$ cat config.mk
export PLATFORM = sky130hd
export DESIGN_NAME = pipelined_adder_flat
export DESIGN_NICKNAME = d
export VERILOG_FILES = /design/src/rtl/pipelined_adder_if.sv /design/src/rtl/pipelined_adder.sv /design/src/flat_wrapper.sv
export SDC_FILE = /design/constraint.sdc
export NUM_CORES = 1
export LEC_CHECK = 0
export CORE_ASPECT_RATIO = 0.6
export CORE_UTILIZATION = 51
export CTS_CLUSTER_DIAMETER = 100
export DETAILED_ROUTE_END_ITERATION = 10
export PLACE_DENSITY = 0.87
export REMOVE_ABC_BUFFERS = 1
export SYNTH_ARGS = -nofsm -noshare
export SYNTH_HDL_FRONTEND = slang
export SYNTH_SLANG_ARGS = --single-unit
$ cat constraint.sdc
create_clock -name clock -period 1.86 [get_ports clock]
set_input_delay 0.186 -clock clock [delete_from_list [all_inputs] [get_ports clock]]
set_output_delay 0.186 -clock clock [all_outputs]
set_load 0.01 [all_outputs]
$ cat src/rtl/pipelined_adder_if.sv
// rtl/pipelined_adder_if.sv - operand/result handshake bundle for pipelined_adder
//   in_valid, in_ready : input-side handshake
//   in1, in2, sgn      : operands and per-transaction signed-mode flag
//   out_valid, out_ready : output-side handshake
//   out                : W1+1 bit sum
//   master modport: producer/consumer side; slave modport: the adder
interface pipelined_adder_if #(
  parameter int W1 = 16,
  parameter int W2 = 8
);
  logic          in_valid;
  logic          in_ready;
  logic [W1-1:0] in1;
  logic [W2-1:0] in2;
  logic          sgn;
  logic          out_valid;
  logic          out_ready;
  logic [W1:0]   out;

  modport master (
    output in_valid, in1, in2, sgn, out_ready,
    input  in_ready, out_valid, out
  );

  modport slave (
    input  in_valid, in1, in2, sgn, out_ready,
    output in_ready, out_valid, out
  );
endinterface

$ cat src/rtl/pipelined_adder.sv
// rtl/pipelined_adder.sv - pipelined W1+W2 adder, CHUNK-bit carry slice per stage
//   clock : rising-edge clock
//   reset : synchronous active-high reset
//   bus   : pipelined_adder_if.slave (in_valid/in_ready/in1/in2/sgn, out_valid/out_ready/out)
module pipelined_adder #(
  parameter int W1    = 16,
  parameter int W2    = 8,
  parameter int CHUNK = 4
) (
  input  logic             clock,
  input  logic             reset,
  pipelined_adder_if.slave bus
);
  localparam int EW     = W1 + 1;
  localparam int STAGES = (EW + CHUNK - 1) / CHUNK;
  localparam logic [EW:0] ONE  = (EW+1)'(1);
  localparam logic [EW:0] MASK = (ONE << CHUNK) - ONE;

  logic          adv;
  logic [EW-1:0] a_ext;
  logic [EW-1:0] b_ext;

  // Per-stage registers. a_q/b_q hold only the operand bits not yet consumed,
  // shifted down so the next stage always reads its slice from the bottom.
  logic [EW-1:0] a_q [STAGES];
  logic [EW-1:0] b_q [STAGES];
  logic [EW-1:0] s_q [STAGES];
  logic          c_q [STAGES];
  logic          v_q [STAGES];

  // Inputs seen by each stage this cycle (stage 0 from the bus, others from k-1).
  logic [EW-1:0] a_src [STAGES];
  logic [EW-1:0] b_src [STAGES];
  logic [EW-1:0] s_src [STAGES];
  logic          c_src [STAGES];
  logic          v_src [STAGES];
  logic [EW:0]   part  [STAGES];

  // Whole pipeline moves in lockstep; only a stalled full output blocks it.
  assign adv          = !reset && (bus.out_ready || !v_q[STAGES-1]);
  assign bus.in_ready = adv;
  assign bus.out_valid = v_q[STAGES-1];
  assign bus.out      = s_q[STAGES-1];

  always_comb begin
    a_ext = bus.sgn ? {bus.in1[W1-1], bus.in1} : {1'b0, bus.in1};
    b_ext = bus.sgn ? {{(EW-W2){bus.in2[W2-1]}}, bus.in2} : {{(EW-W2){1'b0}}, bus.in2};
  end

  always_comb begin
    a_src[0] = a_ext;
    b_src[0] = b_ext;
    s_src[0] = '0;
    c_src[0] = 1'b0;
    v_src[0] = bus.in_valid;
    for (int k = 1; k < STAGES; k++) begin
      a_src[k] = a_q[k-1];
      b_src[k] = b_q[k-1];
      s_src[k] = s_q[k-1];
      c_src[k] = c_q[k-1];
      v_src[k] = v_q[k-1];
    end
    for (int k = 0; k < STAGES; k++) begin
      part[k] = ({1'b0, a_src[k]} & MASK) + ({1'b0, b_src[k]} & MASK) + (EW+1)'(c_src[k]);
    end
  end

  always_ff @(posedge clock) begin
    if (reset) begin
      for (int k = 0; k < STAGES; k++) begin
        a_q[k] <= '0;
        b_q[k] <= '0;
        s_q[k] <= '0;
        c_q[k] <= 1'b0;
        v_q[k] <= 1'b0;
      end
    end else if (adv) begin
      for (int k = 0; k < STAGES; k++) begin
        v_q[k] <= v_src[k];
        if (v_src[k]) begin
          a_q[k] <= a_src[k] >> CHUNK;
          b_q[k] <= b_src[k] >> CHUNK;
          c_q[k] <= part[k][CHUNK];
          // Slice lands at its final position; bits past EW (last slice) drop off.
          s_q[k] <= s_src[k] | EW'((part[k] & MASK) << (k * CHUNK));
        end else begin
          // Bubbles carry zero data so out reads 0 whenever out_valid is low.
          a_q[k] <= '0;
          b_q[k] <= '0;
          c_q[k] <= 1'b0;
          s_q[k] <= '0;
        end
      end
    end
  end
endmodule

$ cat src/flat_wrapper.sv
// flat-port wrapper written by rule: the top's interface ports become plain ports
module pipelined_adder_flat 
#(
  parameter int W1    = 16,
  parameter int W2    = 8,
  parameter int CHUNK = 4
)
  (clock, reset, bus_in_valid, bus_in1, bus_in2, bus_sgn, bus_out_ready, bus_in_ready, bus_out_valid, bus_out);
  pipelined_adder_if #(.W1(W1), .W2(W2)) bus_i ();
  input  logic clock;
  input  logic reset;
  input wire logic [$bits(bus_i.in_valid)-1:0] bus_in_valid;
  input wire logic [$bits(bus_i.in1)-1:0] bus_in1;
  input wire logic [$bits(bus_i.in2)-1:0] bus_in2;
  input wire logic [$bits(bus_i.sgn)-1:0] bus_sgn;
  input wire logic [$bits(bus_i.out_ready)-1:0] bus_out_ready;
  output wire logic [$bits(bus_i.in_ready)-1:0] bus_in_ready;
  output wire logic [$bits(bus_i.out_valid)-1:0] bus_out_valid;
  output wire logic [$bits(bus_i.out)-1:0] bus_out;
  assign bus_i.in_valid = bus_in_valid;
  assign bus_i.in1 = bus_in1;
  assign bus_i.in2 = bus_in2;
  assign bus_i.sgn = bus_sgn;
  assign bus_i.out_ready = bus_out_ready;
  assign bus_in_ready = bus_i.in_ready;
  assign bus_out_valid = bus_i.out_valid;
  assign bus_out = bus_i.out;
  pipelined_adder #(.W1(W1), .W2(W2), .CHUNK(CHUNK)) u_core (.clock(clock), .reset(reset), .bus(bus_i));
endmodule
---- Word-level counts from Yosys, hierarchy flattened ----
Memories as Yosys holds them, arrays and structs flattened.
Cells that the tools add are included.
word-level totals
  memories ................................ 5
  word-level logic and storage cells ...... 159
  bits in writable memories ............... 225
  output and inout port bits .............. 19
  bits in registers ....................... 0
memory list
  memory      words  width  read ports  clocked after memory_dff  wr ports  line                   source
  u_core.s_q  5      17     5           0                         5         pipelined_adder.sv:27  logic [EW-1:0] s_q [STAGES];
  u_core.a_q  5      13     4           0                         5         pipelined_adder.sv:25  logic [EW-1:0] a_q [STAGES];
  u_core.b_q  5      13     4           0                         5         pipelined_adder.sv:26  logic [EW-1:0] b_q [STAGES];
  u_core.c_q  5      1      4           0                         5         pipelined_adder.sv:28  logic c_q [STAGES];
  u_core.v_q  5      1      5           0                         5         pipelined_adder.sv:29  logic v_q [STAGES];
operators by class
  bitwise logic cells ..................... 49
  muxes and demuxes ....................... 92
  reductions and logical operators ........ 4
  add/sub/neg operators ................... 9
operator list
  operator              number
  2-to-1 mux 13 bit     20
  2-to-1 mux 17 bit     12
  2-to-1 mux 1 bit      60
  OR 1 bit              45
  adder 4 x 4 -> 5 bit  5
  adder 5 x 1 -> 5 bit  4
  OR 17 x 12 -> 17 bit  1
  OR 17 x 16 -> 17 bit  1
  OR 17 bit             1
  OR 17 x 8 -> 17 bit   1
  logical NOT 1 bit     2
  logical AND 1 bit     1
  logical OR 1 bit      1

---- Depth between registers and ports, before layout ----
Gate-level depths: netlist (run 1).
An unclocked memory read counts as a cell.
  word-level depth ........................ 9
  depth in mapped cells ................... 6
  mapped depth without buffers ............ 6

---- Worst setup path before layout (run 1) ----
Ideal clock, no wire load.
  path kind ............................... register to register
  from .................................... memory u_core.b_q[1][7] (netlist name)
  to ...................................... memory u_core.c_q[2], data pin
  stages on the path, launching flop included .. 6
  data arrival time ....................... 1,702 ps
  library setup time ...................... 254 ps
  path slack .............................. -96 ps
  cells stage by stage .................... edfxtp_1 > fa_1 > fa_1 > a21oi_1 > nor2_1 > o21a_1
RTL lines
  item         line
  from (decl)  pipelined_adder.sv:26
  to (decl)    pipelined_adder.sv:28

==> results of run 1 <==
[worst register-to-register path, cell delays in order (launching register included)]
cell      delay (ns)
edfxtp_1        0.43
fa_2            0.42
fa_2            0.38
xor2_1          0.18
and2_1          0.16
[cell families after synthesis]
kind of cell    Yosys count  share of synthesized area
buf+inv                  28                     0.0370
mux                       4                    0.00903
flops                   102                      0.652
compound gates           33                     0.0437
simple gates            132                      0.182
xor+xnor                  4                    0.00790
fa+ha+maj                20                     0.0683
[what timing repair did]
| action | CTS | global route |
|---|---|---|
| setup buffers | 0 | 0 |
| resized for setup | 3 | 2 |
| pin swaps | 0 | 2 |
| hold endpoints to repair | 0 | 0 |
| setup endpoints to repair | 3 | 3 |
[layout by cell type (no fill, tap or decap), types with 2 or more instances in the layout]
cell type / Yosys / routed
and2_4: 15 / 15
and3_1: 6 / 6
clkdlybuf4s50_1: 0 / 46
fa_2: 0 / 3
clkbuf_16: 0 / 9
inv_1: 9 / 9
nand3_1: 16 / 16
and3_4: 2 / 2
dfxtp_1: 17 / 17
xnor2_1: 2 / 2
buf_4: 2 / 9
edfxtp_1: 85 / 85
o21a_1: 6 / 6
xor2_1: 2 / 2
nand4_1: 7 / 7
nor3b_1: 2 / 2
fa_1: 7 / 4
nor2b_1: 7 / 7
and2_1: 51 / 51
a21oi_1: 22 / 21
clkbuf_1: 1 / 3
a21o_1: 4 / 4
mux2i_1: 4 / 4
buf_12: 0 / 4
nand2_1: 21 / 21
bufinv_16: 0 / 2
ha_1: 13 / 13
nor2_1: 3 / 3
[flip-flops by register name (all words and copies together) (netlist names)]
register and flops:
u_core.a_q 28, u_core.b_q 8, u_core.c_q 4, u_core.s_q 57
u_core.v_q 5
[power groups by stage]
stage                     clock network, mW  logic [mW]  registers, mW
after floorplan                           0      0.0848           2.56
after global placement                    0       0.188           2.56
after detailed placement                  0       0.197           2.56
after CTS                              1.99       0.198           2.51
after global routing                   2.08       0.218           2.52
final                                  1.94       0.196           2.51
[routing by layer]
metal / GRT usage / up-vias
met5: 0 / -
li1: - / 1239
met1: 0.228 / 1147
met2: 0.273 / 70
met4: 0.0407 / 0
met3: 0.0813 / 4
[path summary, 6_finish.rpt]
kind,slack [ns],end,start,cells after the start
hold / removal,0.46,u_core.s_q[4][7]$_SDFFE_PP0P_,u_core.s_q[4][7]$_SDFFE_PP0P_,2
setup / recovery,0.06,u_core.s_q[2][10]$_SDFFCE_PP0P_,u_core.c_q[1]$_SDFFCE_PP0P_,4
hold reg to reg,0.46,u_core.s_q[4][7]$_SDFFE_PP0P_,u_core.s_q[4][7]$_SDFFE_PP0P_,2
setup reg to reg,0.06,u_core.s_q[2][10]$_SDFFCE_PP0P_,u_core.c_q[1]$_SDFFCE_PP0P_,4
[area by class of cell]
cell class,instances,area share
sequential,102,0.538
clock inverter,4,0.0133
inverter,10,0.00744
multi-input combinational,193,0.258
clock buffer,12,0.0439
tap,108,0.0251
timing repair buffer,60,0.115
==> flow_summary_export.csv, run 1 <==
group,metric,value,unit
critical_path,critPathKind,"reg2reg",
synth,syn_inst,323,
power_and_ir_drop,p_total,4.64,mW
finish,finalNetCount,425,
clocking,cts_hold_buf,0,
power_and_ir_drop,ir_drop,0.510,mV
route,routed_wl,6860,µm
grt,grt_start_max_net_pins,24,
route,maxUsedRoutingLayer,"met4",
power_and_ir_drop,switchingPower,0.864,mW
sta,period_minus_slack,1.80,ns
power_and_ir_drop,seqPwrFrac,0.541,
synth,yosysTopAreaCellShare,0.576,
critical_path,worstPathMaxFanout,2,
sta,hold_viol_final,0,
synth,ys_warn_count,0,
sta,max_slew_margin,0.670,
clocking,htree_levels,3,
sta,fmax,556,MHz
finish,final_util,0.662,
synth,synth-seq-cells,102,
critical_path,path_delay_family,"adder cells",
place,globalplace.congestion,0.789,
sta,hold-worst-slack,0.456,ns
synth,synth_edf_count,85,
route,wl_met2,3170,µm
clocking,cts_tree,"built",
grt,grt.total_usage,0.176,
route,wl_per_cell,14.0,µm
finish,drive_gt1_frac,0.129,
grt,first_global_vias,2396,
power_and_ir_drop,internal_power,3.78,mW
route,drc_errors,0,
power_and_ir_drop,clockPowerShare,0.417,
grt,gr-total-overflow,0,
die,io_pins,48,
critical_path,crit_slowest_cell,"edfxtp_1",
critical_path,path_common_cell,"fa_2",
route,first_pass_iters,4,
clocking,clock_insertion_delay_worst_skew,0.35,ns
route,drt_iter0_drc,204,
sta,finalSetupTns,0,ns
clocking,cts_buffers,9,
clocking,cts_sinks,102,
hold_path,hold_path.class,"reg2reg",
clocking,cts.clk_slew.worst_paths,0.06,ns
sta,fin_crit_sh,0.968,
finish,seq_area,2890,µm²
synth,ys.flop_type,"edfxtp_1",
sta,fin_skew,0.00669,ns
die,die_area,9080,µm²
sta,setup_viol,0,
synth,async_flop_share,0,
route,via_per_inst,5.03,
synth,yosysSeqAreaShare,0.652,
die,die_height,74.2,µm
sta,rsz0062_at_grt,"true",
critical_path,startpoint_type,"flip-flop",
power_and_ir_drop,p_comb_frac,0.042,
sta,maxSlewViolCount,0,
sta,finalWorstSetupSlack,0.0602,ns
finish,multiInputGateArea,1390,µm²
sta,worst_pin_slew,0.495,ns
route,postRouteAntennaNets,0,
critical_path,crit_required,1.96,ns
route,vias,2460,
die,fp.dieW,122,µm
die,initial_utilization,0.545,
finish,diodes,0,
die,row_count,25,
critical_path,critPathBufInv,0,
synth,synth_area_leaders,"edfxtp_1 (58%), dfxtp_1 (7.7%), and2_1 (7.2%), ha_1 (3.7%), fa_1 (3.2%)",
clocking,clockBufferDepth,2,
finish,final.fill_count,595,
critical_path,worstPathCellList,"fa_2 -> fa_2 -> xor2_1 -> and2_1",
grt,grt_first_pass_wirelength,11600,µm
place,io_buffers,47,
synth,yosys.cell_count.top_type,"edfxtp_1",
critical_path,endpoint_kind,"flip-flop",
synth,yosys.area.top_type,"edfxtp_1",
route,m1WireLength,3250,µm
finish,areaGrowthSynthToFinish,21.4,%
clocking,cts-root-buf,"clkbuf_16",
route,met3_length,427,µm
place,placed_cell_area,5060,µm²
synth,syn_area_per_cell,13.7,µm²
place,dp_cells,473,
synth,synth_common_cells,"edfxtp_1 (85), and2_1 (51), a21oi_1 (22), nand2_1 (21), dfxtp_1 (17)",
power_and_ir_drop,p_leak,2.20,nW
finish,final_area,5380,µm²
synth,synth_cell_types,31,
place,place_ws,-0.124,ns
critical_path,critPathArrivalTime,1.90,ns
synth,syn-cell-area,4430,µm²
die,core_area,8130,µm²
grt,antenna_found_initial,0,
power_and_ir_drop,swShare,0.186,
job,maxCapViolCount,0,
critical_path,crit_path_max_incr_delay,0.43,ns
power_and_ir_drop,pwr_density_cell,863,nW/µm²
outcome,status,"finished clean",
finish,instances_no_fill,489,
place,hpwlAfterDp,4940,µm
Power figures use the tool's default switching activity.
==> run 2, diff against run 1 <==
Settings changed: ABC_CLOCK_PERIOD_IN_PS set to 1860.
==> results of run 2 <==
Final layout, timing and power as in run 1 (identical DEF).
==> run 3, diff against run 2 <==
Settings changed: CORE_UTILIZATION 51 to 45, CTS_BUF_LIST set to sky130_fd_sc_hd__clkbuf_16, PLACE_DENSITY 0.87 to 0.79, SKIP_CTS_REPAIR_TIMING set to 1.
==> run 3 against run 2 <==
Combinational power about the same. Clock power decreased by 9%. Non-clock buffer count increased by 3. Register-to-register slack got worse by 0.03 ns. Die area increased by 13%. Critical path depth increased by 1.
==> flow_summary_export.csv, run 3 (same netlist as run 1, synthesis figures left out) <==
group,metric,value,unit
finish,largest_reg_flops,57,
die,core_area,9360,µm²
finish,multiInputGateArea,1390,µm²
grt,grt_start_max_net_pins,24,
critical_path,crit_slowest_cell,"fa_2",
grt,grt.total_usage,0.146,
critical_path,startpoint_type,"flip-flop",
sta,max_slew_margin,0.681,
clocking,cts_buffers,9,
power_and_ir_drop,clockPowerShare,0.395,
die,die_height,78.9,µm
critical_path,endpoint_kind,"flip-flop",
power_and_ir_drop,p_total,4.48,mW
route,drc_errors,0,
sta,rsz0062_at_grt,"true",
finish,instances_no_fill,514,
finish,final_util,0.575,
critical_path,path_common_cell,"fa_2",
die,initial_utilization,0.474,
route,vias,2397,
finish,drive_gt1_frac,0.135,
finish,areaGrowthSynthToFinish,21.4,%
finish,regMostFlops,"u_core.s_q",
sta,fin_skew,0.00572,ns
place,hpwlAfterDp,4800,µm
route,postRouteAntennaNets,0,
sta,finalSetupTns,0,ns
grt,antenna_found_initial,0,
grt,grt_first_pass_wirelength,11000,µm
hold_path,hold_path.class,"reg2reg",
critical_path,critPathBufInv,0,
power_and_ir_drop,p_comb_frac,0.044,
finish,reg_top3,"u_core.s_q (57), u_core.a_q (28), u_core.b_q (8)",
power_and_ir_drop,internal_power,3.63,mW
sta,hold_viol_final,0,
place,dp_cells,498,
finish,final_cell_mix,"edfxtp_1 (85), and2_1 (51), clkdlybuf4s50_1 (46)",
power_and_ir_drop,swShare,0.190,
sta,fmax,548,MHz
critical_path,critPathKind,"reg2reg",
place,globalplace.congestion,0.764,
critical_path,worstPathMaxFanout,2,
finish,seq_area,2890,µm²
sta,setup_viol,0,
die,io_pins,48,
clocking,clock_insertion_delay_worst_skew,0.34,ns
critical_path,crit_path_max_incr_delay,0.43,ns
route,wl_per_cell,12.8,µm
die,die_area,10300,µm²
critical_path,critPathArrivalTime,1.93,ns
sta,maxSlewViolCount,0,
power_and_ir_drop,p_leak,2.22,nW
finish,finalNetCount,428,
power_and_ir_drop,switchingPower,0.850,mW
power_and_ir_drop,ir_drop,0.447,mV
route,drt_iter0_drc,117,
route,first_pass_iters,4,
grt,first_global_vias,2354,
sta,fin_crit_sh,0.982,
job,maxCapViolCount,0,
finish,final_common_cell,"edfxtp_1",
sta,period_minus_slack,1.83,ns
route,via_per_inst,4.66,
critical_path,worstPathCellList,"fa_2 -> fa_2 -> a21oi_2 -> nor2_1 -> o21a_1",
finish,final.fill_count,758,
route,routed_wl,6550,µm
clocking,cts_sinks,102,
power_and_ir_drop,pwr_density_cell,832,nW/µm²
power_and_ir_drop,seqPwrFrac,0.561,
clocking,cts-root-buf,"clkbuf_16",
clocking,htree_levels,3,
critical_path,path_delay_family,"adder cells",
clocking,clockBufferDepth,2,
clocking,cts_tree,"built",
sta,worst_pin_slew,0.479,ns
clocking,cts.clk_slew.worst_paths,0.06,ns
outcome,status,"finished clean",
grt,gr-total-overflow,0,
place,io_buffers,47,
critical_path,crit_required,1.97,ns
die,row_count,27,
die,fp.dieW,130,µm
finish,diodes,0,
[run 3: worst paths after layout]
kind                                        from                              to  slack, ns  depth (start not counted)
hold reg to reg   u_core.s_q[4][14]$_SDFFE_PP0P_  u_core.s_q[4][14]$_SDFFE_PP0P_       0.46                          2
hold / removal    u_core.s_q[4][14]$_SDFFE_PP0P_  u_core.s_q[4][14]$_SDFFE_PP0P_       0.46                          2
setup / recovery  u_core.a_q[1][0]$_SDFFCE_PP0P_     u_core.c_q[2]$_SDFFCE_PP0P_       0.03                          5
setup reg to reg  u_core.a_q[1][0]$_SDFFCE_PP0P_     u_core.c_q[2]$_SDFFCE_PP0P_       0.03                          5
[run 3: through the flow]
| step | setup slack [ns] | hold slack [ns] | area (µm²) |
|---|---|---|---|
| floorplan | -0.522 | 0.255 | 4310 |
| global placement | -0.0524 | 0.440 | 5090 |
| detailed placement | -0.109 | 0.453 | 5090 |
| CTS | -0.118 | 0.461 | 5370 |
| global route | -0.0133 | 0.482 | 5380 |
| finish | 0.0339 | 0.457 | 5380 |
[run 3: cell type report]
class,count,share of cell area
clock inverter,7,0.0109
timing repair buffer,63,0.115
multi-input combinational,193,0.257
inverter,10,0.00744
tap,130,0.0302
sequential,102,0.537
clock buffer,9,0.0418
[run 3: power groups by stage]
stage	sequential, mW	clock (mW)	combinational (mW)
after floorplan	2.56	0	0.0848
after global placement	2.56	0	0.189
after detailed placement	2.56	0	0.199
after CTS	2.51	1.83	0.201
after global routing	2.52	1.90	0.220
final	2.51	1.77	0.199
[run 3: worst min-delay path: cells and delay by family, from the launching register on]
| kind | cells | cell delay [ns] |
|---|---|---|
| and+or+nand+nor | 1 | 0.05 |
| DFF | 1 | 0.31 |
| AOI/OAI and AO/OA | 1 | 0.05 |
[run 3: per-layer routing]
layer / up-vias / share of wire / GRT usage
li1: 1245 / - / -
met1: 1065 / 0.49 / 0.198
met5: - / 0 / 0
met3: 10 / 0.061 / 0.0539
met4: 0 / 0.016 / 0.0663
met2: 77 / 0.43 / 0.206
